### config.mk
export PLATFORM = sky130hd
export DESIGN_NAME = alu_pipe
export DESIGN_NICKNAME = d
export VERILOG_FILES = /design/src/rtl/alu_pipe.sv
export SDC_FILE = /design/constraint.sdc
export NUM_CORES = 1
export LEC_CHECK = 0
export CELL_PAD_IN_SITES_DETAIL_PLACEMENT = 1
export CELL_PAD_IN_SITES_GLOBAL_PLACEMENT = 2
export CORE_MARGIN = 1
export CORE_UTILIZATION = 37
export DETAILED_ROUTE_END_ITERATION = 7
export PLACE_DENSITY_LB_ADDON = 0.1
export SETUP_SLACK_MARGIN = 0.15
export SLEW_MARGIN = 20
export SYNTH_ARGS = -nofsm -noshare
export SYNTH_HDL_FRONTEND = slang
export SYNTH_SLANG_ARGS = --single-unit
### constraint.sdc
create_clock -name clk -period 6.2 [get_ports clk]
set_input_delay 1.86 -clock clk [delete_from_list [all_inputs] [get_ports clk]]
set_output_delay 1.86 -clock clk [all_outputs]
set_load 0.01 [all_outputs]
### src/rtl/alu_pipe.sv
// alu_pipe: registered, valid/ready-handshaked ALU with immediates and an iterative shift-add multiply.
// Non-mul ops register in one cycle; mul takes WIDTH cycles in MUL, parking in WAIT if the output is busy.
module alu_pipe #(
    parameter int WIDTH = 16,
    parameter int IMM_W = 8
) (
    input  logic             clk,
    input  logic             rst_n,
    input  logic             in_valid,
    output logic             in_ready,
    input  logic [3:0]       codop,
    input  logic [WIDTH-1:0] a,
    input  logic [WIDTH-1:0] b,
    output logic             out_valid,
    input  logic             out_ready,
    output logic [WIDTH-1:0] out,
    output logic             neg,
    output logic             zero,
    output logic             overflow,
    output logic             err
);
    localparam int CW = $clog2(WIDTH);
    localparam logic [1:0] S_IDLE = 2'd0;
    localparam logic [1:0] S_MUL  = 2'd1;
    localparam logic [1:0] S_WAIT = 2'd2;

    logic [1:0]         r_state;
    logic [CW-1:0]      r_cnt;
    logic [WIDTH-1:0]   r_mcand, r_mplier, r_out;
    logic [2*WIDTH-1:0] r_acc;
    logic               r_valid, r_neg, r_zero, r_ovf, r_err;

    logic               w_free, w_accept, w_last, w_load_alu, w_load_mul, w_load;
    logic               w_sub, w_ar_ovf, w_ovf, w_err;
    logic [WIDTH-1:0]   w_sext, w_zext, w_y, w_yx, w_sum, w_res, w_ld_res;
    logic [2*WIDTH-1:0] w_add, w_acc, w_prod;

    assign w_free     = !r_valid || out_ready;
    assign in_ready   = (r_state == S_IDLE) && w_free;
    assign w_accept   = in_valid && in_ready;
    assign w_last     = r_cnt == CW'(WIDTH - 1);
    assign w_load_alu = w_accept && codop != 4'd11;
    assign w_load_mul = w_free && ((r_state == S_MUL && w_last) || r_state == S_WAIT);
    assign w_load     = w_load_alu || w_load_mul;

    // One adder serves add/sub/addi/subi: subtraction is b + ~y + 1, so the
    // usual same-sign overflow rule applies to the inverted operand.
    assign w_sext   = WIDTH'($signed(a[IMM_W-1:0]));
    assign w_zext   = WIDTH'(a[IMM_W-1:0]);
    assign w_sub    = codop == 4'd1 || codop == 4'd10;
    assign w_y      = (codop == 4'd9 || codop == 4'd10) ? w_sext : a;
    assign w_yx     = w_sub ? ~w_y : w_y;
    assign w_sum    = b + w_yx + WIDTH'(w_sub);
    assign w_ar_ovf = (b[WIDTH-1] == w_yx[WIDTH-1]) && (w_sum[WIDTH-1] != b[WIDTH-1]);

    always_comb begin
        w_res = '0;
        w_ovf = 1'b0;
        w_err = 1'b0;
        case (codop)
            4'd0, 4'd1, 4'd9, 4'd10: begin
                w_res = w_sum;
                w_ovf = w_ar_ovf;
            end
            4'd2:    w_res = WIDTH'($signed(b) < $signed(a));
            4'd3:    w_res = a & b;
            4'd4:    w_res = a | b;
            4'd5:    w_res = a ^ b;
            4'd6:    w_res = b & w_zext;
            4'd7:    w_res = b | w_zext;
            4'd8:    w_res = b ^ w_zext;
            4'd11:   w_res = '0;
            default: w_err = 1'b1;
        endcase
    end

    assign w_add    = r_mplier[r_cnt] ? ({{WIDTH{1'b0}}, r_mcand} << r_cnt) : '0;
    assign w_acc    = r_acc + w_add;
    assign w_prod   = (r_state == S_MUL) ? w_acc : r_acc;
    assign w_ld_res = w_load_alu ? w_res : w_prod[WIDTH-1:0];

    always_ff @(posedge clk or negedge rst_n) begin
        if (!rst_n) begin
            r_state  <= S_IDLE;
            r_cnt    <= '0;
            r_mcand  <= '0;
            r_mplier <= '0;
            r_acc    <= '0;
            r_valid  <= 1'b0;
            r_out    <= '0;
            r_neg    <= 1'b0;
            r_zero   <= 1'b0;
            r_ovf    <= 1'b0;
            r_err    <= 1'b0;
        end else begin
            case (r_state)
                S_IDLE: if (w_accept && codop == 4'd11) begin
                    r_mcand  <= a;
                    r_mplier <= b;
                    r_acc    <= '0;
                    r_cnt    <= '0;
                    r_state  <= S_MUL;
                end
                S_MUL: begin
                    r_acc <= w_acc;
                    r_cnt <= r_cnt + CW'(1);
                    if (w_last) r_state <= w_free ? S_IDLE : S_WAIT;
                end
                S_WAIT:  if (w_free) r_state <= S_IDLE;
                default: r_state <= S_IDLE;
            endcase
            r_valid <= w_load ? 1'b1 : (out_ready ? 1'b0 : r_valid);
            if (w_load) begin
                r_out  <= w_ld_res;
                r_neg  <= w_ld_res[WIDTH-1];
                r_zero <= w_ld_res == '0;
                r_ovf  <= w_load_alu ? w_ovf : |w_prod[2*WIDTH-1:WIDTH];
                r_err  <= w_load_alu && w_err;
            end
        end
    end

    assign out_valid = r_valid;
    assign out       = r_out;
    assign neg       = r_neg;
    assign zero      = r_zero;
    assign overflow  = r_ovf;
    assign err       = r_err;
endmodule

== Word level (Yosys, flattened, before mapping) ==
Index checks and enable logic that the tools add are counted.
Word-level totals
  register bits: 91
  bits of input ports: 40
  output and inout bits: 22
  logic and storage cells: 92
Cells by class
  reductions and logical operators: 25
  shift-type cells: 1
  equal/unequal tests: 20
  $lt $le $gt $ge: 2
  add/subtract/negate cells: 4
  bitwise logic cells: 7
  muxes and demuxes: 22
Operators by type and width (count)
  case mux 16 bit (8 select lines): 1
  2-to-1 mux 32 bit: 3
  case mux 32 bit (2 select lines): 1
  2-to-1 mux 16 bit: 3
  adder 32 bit: 1
  left shift 16 x 4 -> 32 bit: 1
  == test 4 bit (second input constant): 5
  adder 16 x 1 -> 16 bit: 1
  adder 16 bit: 1
  AND 16 bit: 1
  AND 16 x 8 -> 16 bit: 1
  == test 4 x 3 -> 1 bit (second input constant): 4
  zero test 16 bit: 1
  less-than comparator 16 bit: 1
  inverter 16 bit: 1
  bitwise OR 16 bit: 1
  bitwise OR 16 x 8 -> 16 bit: 1
  OR reduction 16 bit: 1
  XOR 16 bit: 1
  XOR 16 x 8 -> 16 bit: 1
  OR reduction 12 bit: 1
  == test 4 x 2 -> 1 bit (second input constant): 2
  logical AND 1 bit: 8
  2-to-1 mux 2 bit: 4
  other kinds (23): 35

== Logic depth before layout (Yosys ltp) ==
Gate-level depths: netlist (run 1).
  depth in word-level cells: 11
  gate-level depth with buffers: 20
  depth with buffers taken out: 18

== Worst setup path after synthesis (run 1) ==
No wires, ideal clock.
  path type: input port to flip-flop
  start: input codop[3]
  end: register r_zero (netlist: zero)
  path buffers: 2
  data arrival time: 5178 ps
  library setup time: 66 ps
  required time: 6134 ps
  setup slack: 956 ps
  stages: 15
  cell sequence: buf_2 -> and4bb_2 -> nor2_4 -> buf_1 -> xnor2_1 -> fa_1 -> a211oi_1 -> o21ai_0 -> a21oi_1 -> o21bai_1 -> xor2_1 -> a221oi_1 -> nand4_1 -> nor4_1 -> a22o_1
On the way
  word-level cells in the longest chain between the ends: 10
  elaborated cells between the ends (all ways): 25
  those cells by class: add/sub: 2; eq/ne: 11; mux: 4; bitwise: 1; reduce/logical: 7
RTL lines
  from (decl): line 11  | input logic [3:0] codop,
  == test 4 bit, on equally long branches: line 51, 60, 50
  logical OR 1 bit: line 51  | assign w_y = (codop == 4'd9 || codop == 4'd10) ? w_sext : a;
  2-to-1 mux 16 bit: line 51
  inverter 16 bit: line 52  | assign w_yx = w_sub ? ~w_y : w_y;
  2-to-1 mux 16 bit: line 52
  adder 16 bit: line 53  | assign w_sum = b + w_yx + WIDTH'(w_sub);
  adder 16 x 1 -> 16 bit: line 53
  case mux 16 bit (8 select lines): line 60  | case (codop)
  2-to-1 mux 16 bit: line 80  | assign w_ld_res = w_load_alu ? w_res : w_prod[WIDTH-1:0];
  zero test 16 bit: line 116  | r_zero <= w_ld_res == '0;
  to (signal assigned): line 92  | r_zero <= 1'b0;
  to (signal assigned): line 116
  to (decl): line 31  | logic r_valid, r_neg, r_zero, r_ovf, r_err;
Parallel ways exist; a longest one is shown, timed or not.
A chain may end at the register's enable or synchronous reset.

== Final worst setup path (run 1) ==
  start: input codop[2]
  end: register r_ovf (netlist: overflow)
On the way
  word-level cells in the longest chain between the ends: 11
  elaborated cells between the ends (all ways): 20
  those cells by class: add/sub: 2; eq/ne: 6; mux: 4; bitwise: 1; reduce/logical: 7
RTL lines
  == test 4 bit, on equally long branches: line 51, 60, 50
  logical OR 1 bit: line 51
  2-to-1 mux 16 bit: line 51
  inverter 16 bit: line 52
  2-to-1 mux 16 bit: line 52
  adder 16 bit: line 53
  adder 16 x 1 -> 16 bit: line 53
  inequality test 1 bit: line 54  | assign w_ar_ovf = (b[WIDTH-1] == w_yx[WIDTH-1]) && (w_sum[WIDTH-1] != b[WIDTH-1]);
  logical AND 1 bit: line 54
  2-to-1 mux 1 bit: line 60
  2-to-1 mux 1 bit: line 117  | r_ovf <= w_load_alu ? w_ovf : |w_prod[2*WIDTH-1:WIDTH];
  to (signal assigned): line 117
  to (decl): line 31
Parallel ways exist; a longest one is shown, timed or not.

==> results.sh, run 1 <==
export IMPL_slew_headroom_pct=32.2
export IMPL_slowest_delay_ps=800
export IMPL_asyncSetResetFlopFracSynth_pct=100
export IMPL_h_tree_depth=3
export IMPL_critical_path_startpoint_type="input pin"
export IMPL_drc_viols=0
export IMPL_design_die_area_sq_um=25900
export IMPL_placementRows=57
export IMPL_postCtsHoldBufs=0
export IMPL_timing_reg2reg_worst_path_depth=14
export IMPL_timing_clock_skew_ps=14.9
export IMPL_post_synth_top_area_cell="dfrtp_1"
export IMPL_horizontal_extent_of_the_die_microns=161
export IMPL_avgSynthCellArea_sq_um=7.87
export IMPL_synth_yosys_seq_area_share_pct=24.1
export IMPL_tritoncts="built"
export IMPL_routed_wire_length_per_instance_microns=23.9
export IMPL_io_pin_count=62
export IMPL_pin_count_of_the_biggest_net_entering_global_routing=69
export IMPL_setup_repair_after_global_routing_missed_its_margin="false"
export IMPL_cell_by_cell_listing_of_the_critical_path="clkdlybuf4s50_1 > and4bb_2 > nor2_4 > buf_4 > xnor2_1 > ha_1 > a211oi_1 > o211ai_1 > o21bai_1 > a41oi_1 > xnor2_1 > a221oi_1 > a31oi_1"
export IMPL_drt_antenna_violating_nets=0
export IMPL_fin_crit_sh_pct=90.0
export IMPL_flow_area_growth_from_synthesis_pct=12.8
export IMPL_die_height_microns=161
export IMPL_setup_viol=0
export IMPL_synth_cells_most_frequent="nand2_1 (158), nor2_1 (106), o21ai_0 (103)"
export IMPL_yosys_register_bits=90
export IMPL_synthCells=1187
export IMPL_worst_endpoint_arrival_ps=5780
export IMPL_synth_warnings=0
export IMPL_design_final_nets=1349
export IMPL_initial_utilization_pct=38.1
export IMPL_yosys_top_cells_area="dfrtp_1 (24%), ha_1 (13%), nand2_1 (6.3%)"
export IMPL_power_static_leakage_nw=4.75
export IMPL_diodes=0
export IMPL_clock_path_buffers=2
export IMPL_timing_worst_slew_pin_value_ps=1010
export IMPL_synth_edf_count=0
export IMPL_synth_distinct_cells=83
export IMPL_vias=9148
export IMPL_drt_first_iter_violations=643
export IMPL_status="completed"
export IMPL_core_sq_um=24500
export IMPL_power_density_cell_area_nw_per_um2=421
export IMPL_synth_nets=1323
export IMPL_critPathCaptureType="flop"
export IMPL_clock_sinks=90
export IMPL_clock_root_buffer="clkbuf_16"
export IMPL_drt_wl_total_microns=36900
export IMPL_drt_vias_per_instance=5.93
export IMPL_slew_viol_final=0
export IMPL_maxCapViolCount=0
export IMPL_worstSetupPathType="in2reg"
export IMPL_grt_overflow_total=0
export IMPL_hpwlAfterDp_microns=29200
export IMPL_ys_flop_type="dfrtp_1"
export IMPL_first_global_vias=9320
export IMPL_worstHoldPathType="reg2reg"
export IMPL_pre_cts_slack_ps=330
export IMPL_critical_path_slowest_cell="a221oi_1"
export IMPL_path_max_fanout=13
export IMPL_layout_drive_gt1_share_pct=6.49
export IMPL_synth_cell_area_sq_um=9340
export IMPL_tritoncts_num_buffers=9
export IMPL_period_needed_ps=5580
export IMPL_finalWorstSetupSlack_ps=621
export IMPL_worst_ir_drop_vdd_mv=0.176
export IMPL_number_of_buffers_added_on_ports=61
export IMPL_hold_viol=0
export IMPL_synth_most_common_cell="nand2_1"
export IMPL_grt_pass1_wl_microns=57300
export IMPL_worst_path_most_repeated_cell="xnor2_1"
export IMPL_setup_tns_final_ps=0
export IMPL_min_delay_path_depth=2
export IMPL_antenna_found_initial=1
export IMPL_max_clock_freq_ghz=0.179
export IMPL_grt_use_total_pct=29.2
export IMPL_worst_endpoint_required_ps=6400
export IMPL_detailedRoute_firstPassIterationCount=5
export IMPL_reg2reg_setup_slack_ps=700
export IMPL_synthDominantCellAreaShare_pct=24.1
export IMPL_place_congestion=0.914
export IMPL_clock_latency_ps=370
export IMPL_clock_pin_slew_on_the_worst_setup_and_hold_paths_ps=80
==> critical path: cells and delay by family <==
family | cells | cell delay, ps
xor gates and xnor gates | 2 | 270
AOI/OAI and AO/OA | 6 | 1950
buffers and inverters | 2 | 880
and+or+nand+nor | 2 | 470
adders and majority gates | 1 | 330
==> kinds of logic after synthesis <==
family | after synthesis | share of synthesized area (%)
AND/OR/NAND/NOR | 423 | 21.9
buffers and inverters | 118 | 5.07
adder cells (fa/ha/maj) | 96 | 13.0
AO/OA/AOI/OAI | 366 | 25.8
flip-flops | 90 | 24.1
multiplexers | 48 | 5.84
XOR/XNOR | 46 | 4.31
==> registers in the layout, summed over array words and instances (netlist names) <==
signal / count
overflow: 1
out_valid: 1
r_state: 2
zero: 1
r_mplier: 16
out: 16
r_acc: 32
r_mcand: 16
err: 1
r_cnt: 4
==> layer usage <==
layer	vias to the layer above	track usage (%)	wire [microns]
met5	-	0	0
met4	0	9.31	989
met3	45	4.62	1770
met2	214	44.3	16000
met1	4535	41.9	18100
li1	4354	-	-
==> layout make-up <==
type                       count  area, sq um
fill                        3025        14000
multi-input combinational    979         6630
sequential                    90         2250
timing repair buffer          80          751
tap                          324          405
clock buffer                   9          225
inverter                      53          199
clock inverter                 7         72.6
==> timing repair <==
action / in CTS / in global routing
buffers inserted: 0 / 0
gates resized for setup: 0 / 1
endpoints found under the setup margin: 0 / 2
==> placed cells by master (no fill, tap or decap), drive strengths merged, types with 12 or more instances in the layout <==
master	n
nand2b	14
xor2	15
buf	20
nor2	108
a31oi	16
and2	15
a21oi	74
nor2b	21
mux2	12
mux2i	32
a21o	17
o21ai	103
inv	56
nand3	19
dfrtp	90
clkdlybuf4s50	60
nor3	18
ha	94
o211ai	15
a211oi	19
and3	14
nand2	158
nor4	14
a22oi	20
xnor2	31
==> through the flow <==
stage | power (W) | hold slack (ps) | utilization, % | area, sq um | instances
after floorplan | 0.00281 | 445 | - | 9340 | 1187
after global routing | 0.00475 | 508 | 42.9 | 10500 | 1542
after global placement | 0.00379 | 458 | 41.7 | 10200 | 1526
final | 0.00444 | 481 | 42.9 | 10500 | 1542
after CTS | 0.00442 | 486 | 42.9 | 10500 | 1542
after detailed placement | 0.00382 | 467 | 41.7 | 10200 | 1526
==> worst paths after layout <==
| kind | start | to |
|---|---|---|
| max in group asynchronous | rst_n | r_acc[4] |
| max | codop[2] | overflow |
| min reg2reg | r_mplier[14] | r_mplier[14] |
| min in group asynchronous | rst_n | r_mplier[3] |
| max reg2reg | r_cnt[0] | overflow |
| min | r_mplier[14] | r_mplier[14] |
==> report_power, final <==
| part | total [W] | leakage (nW) | internal [W] | switching [W] |
|---|---|---|---|---|
| Clock | 0.000590 | 0.143 | 0.000285 | 0.000304 |
| Combinational | 0.00281 | 3.46 | 0.00105 | 0.00176 |
| Sequential | 0.00103 | 1.15 | 0.000811 | 0.000221 |
No activity file was read; power rests on OpenSTA's default activity.
==> run 2: changes to the inputs <==
CTS_BUF_LIST = sky130_fd_sc_hd__clkbuf_4 sky130_fd_sc_hd__clkbuf_8   (was unset)
==> run 2 against run 1 <==
  * Sequential cell count unchanged
  * Clock skew up 1.3 ps
  * Combinational power is essentially flat
  * Critical endpoint unchanged
  * Final cell count did not move
  * Worst hold slack gained 6.7 ps
  * Die area is the same
  * Global-route usage decreased by 0.10 points
  * Register-to-register slack worse by 230 ps
  * Count of clock-buffer cells in the layout unchanged
  * Maximum frequency decreased by 2.5%
  * Non-clock buffer count did not move
  * Via count barely moved
==> results.sh, run 2 (synthesis gave the netlist of run 1 again) <==
export IMPL_status="completed"
export IMPL_pin_count_of_the_biggest_net_entering_global_routing=69
export IMPL_worst_endpoint_arrival_ps=5970
export IMPL_grt_use_total_pct=29.1
export IMPL_cts_repair_resize_count=0
export IMPL_tritoncts_num_buffers=9
export IMPL_postCtsHoldBufs=0
export IMPL_max_clock_freq_ghz=0.175
export IMPL_design_die_area_sq_um=25900
export IMPL_timing_worst_slew_pin_value_ps=987
export IMPL_io_pin_count=62
export IMPL_pre_cts_slack_ps=330
export IMPL_buffers_inserted_during_post_cts_setup_optimization=0
export IMPL_top_register="r_acc"
export IMPL_numPlacedInstances=1526
export IMPL_min_delay_path_depth=2
export IMPL_antenna_found_initial=0
export IMPL_detailedRoute_firstPassIterationCount=5
export IMPL_maxCapViolCount=0
export IMPL_clock_sinks=90
export IMPL_drt_vias_per_instance=5.93
export IMPL_slew_headroom_pct=34.1
export IMPL_slew_viol_final=0
export IMPL_h_tree_depth=3
export IMPL_layout_commonest_cell="nand2_1"
export IMPL_routed_wire_length_per_instance_microns=23.9
export IMPL_setup_repair_after_global_routing_missed_its_margin="false"
export IMPL_critical_path_startpoint_type="flop"
export IMPL_hold_viol=0
export IMPL_fin_crit_sh_pct=92.3
export IMPL_grt_overflow_total=0
export IMPL_drc_viols=0
export IMPL_min_delay_start="r_mplier[14]"
export IMPL_core_sq_um=24500
export IMPL_critical_path_buf_inv_count=0
export IMPL_layout_cells_most_common_list="nand2_1 (157), nor2_1 (106), o21ai_0 (103), ha_1 (94), dfrtp_1 (90)"
export IMPL_layout_drive_gt1_share_pct=6.49
export IMPL_worstSetupPathType="reg2reg"
export IMPL_clock_path_buffers=2
export IMPL_initial_utilization_pct=38.1
export IMPL_cell_by_cell_listing_of_the_critical_path="mux4_2 > o21ai_0 > and2_0 > a211oi_1 > ha_1 > a21oi_1 > nor2_1 > a211oi_1 > o221a_2 > o311a_1 > mux2i_1 > o211ai_1 > nor4bb_1 > a31oi_1"
export IMPL_design_final_nets=1349
export IMPL_grt_pass1_wl_microns=57200
export IMPL_hpwlAfterDp_microns=29200
export IMPL_critical_path_slowest_cell="and2_0"
export IMPL_worstHoldPathType="reg2reg"
export IMPL_vias=9150
export IMPL_die_height_microns=161
export IMPL_period_needed_ps=5730
export IMPL_diodes=0
export IMPL_worst_endpoint_required_ps=6450
export IMPL_post_layout_nonfiller_instances=1542
export IMPL_worst_ir_drop_vdd_mv=0.183
export IMPL_cpLargestDelayFamily="compound AO/OA/AOI/OAI gates"
export IMPL_power_density_cell_area_nw_per_um2=411
export IMPL_drt_first_iter_violations=626
export IMPL_clock_root_buffer="clkbuf_8"
export IMPL_reg2reg_setup_slack_ps=470
export IMPL_finalWorstSetupSlack_ps=475
export IMPL_clock_latency_ps=400
export IMPL_reg2reg_from="r_cnt[0]"
export IMPL_flow_area_growth_from_synthesis_pct=11.7
export IMPL_tritoncts="built"
export IMPL_largest_register_ff_count=32
export IMPL_power_static_leakage_nw=4.71
export IMPL_setup_viol=0
export IMPL_first_global_vias=9339
export IMPL_number_of_buffers_added_on_ports=61
export IMPL_final_util_pct=42.5
export IMPL_place_congestion=0.914
export IMPL_critPathCaptureType="flop"
export IMPL_slowest_delay_ps=750
export IMPL_drt_wl_total_microns=36900
export IMPL_clock_pin_slew_on_the_worst_setup_and_hold_paths_ps=110
export IMPL_drt_antenna_violating_nets=0
export IMPL_setup_tns_final_ps=0
export IMPL_timing_reg2reg_worst_path_depth=14
export IMPL_path_max_fanout=15
export IMPL_hold_end="r_mplier[14]"
export IMPL_horizontal_extent_of_the_die_microns=161
export IMPL_placementRows=57
export IMPL_worst_path_most_repeated_cell="a211oi_1"
export IMPL_timing_rr_end="overflow"
export IMPL_timing_clock_skew_ps=16.2
==> run 2: cell count changes in the layout (fill, tap and decap cells not counted) <==
cell / delta
and2_1: -1
clkbuf_8: +9
and2_0: +1
clkbuf_16: -9
==> run 2: worst max-delay path by stage <==
stage | endpoint | startpoint | slack, ps | depth (start not counted)
after floorplan | zero | codop[3] | 960 | 15
after global placement | overflow | codop[2] | 410 | 13
after detailed placement | overflow | codop[2] | 330 | 13
after CTS | overflow | r_cnt[0] | 530 | 14
after global routing | overflow | r_cnt[0] | 150 | 14
final | overflow | r_cnt[0] | 470 | 14
==> run 2: final cells by class <==
type,instances,area [sq um]
clock buffers,9,124
flip-flops and latches,90,2250
repair buffers,80,751
inverters,53,199
fillers,3036,14100
multi-input cells,979,6630
well taps,324,405
clock inverters,7,72.6
==> run 2: tightest hold or removal path: cells and delay by family (launching register included) <==
kind	cells	cell delay [ps]
AOI/OAI and AO/OA	1	60
and+or+nand+nor	1	50
DFF	1	360
==> run 2: report_power, final <==
group,internal (W),switching (W),total (W)
Sequential,0.000810,0.000220,0.00103
Clock,0.000158,0.000285,0.000443
Combinational,0.00105,0.00176,0.00281
==> run 2: per-layer routing <==
layer  global-route usage, %  wire length, microns
met5                       0                     0
met4                    7.33                   743
met3                    4.11                  1840
met2                    45.2                 16300
met1                    41.9                 18000
==> run 2: per-stage QoR <==
step	power (W)	hold slack [ps]	area (sq um)
after floorplan	0.00281	445	9340
after global placement	0.00379	458	10200
after detailed placement	0.00382	467	10200
after CTS	0.00428	494	10400
after global routing	0.00460	516	10400
final	0.00428	488	10400
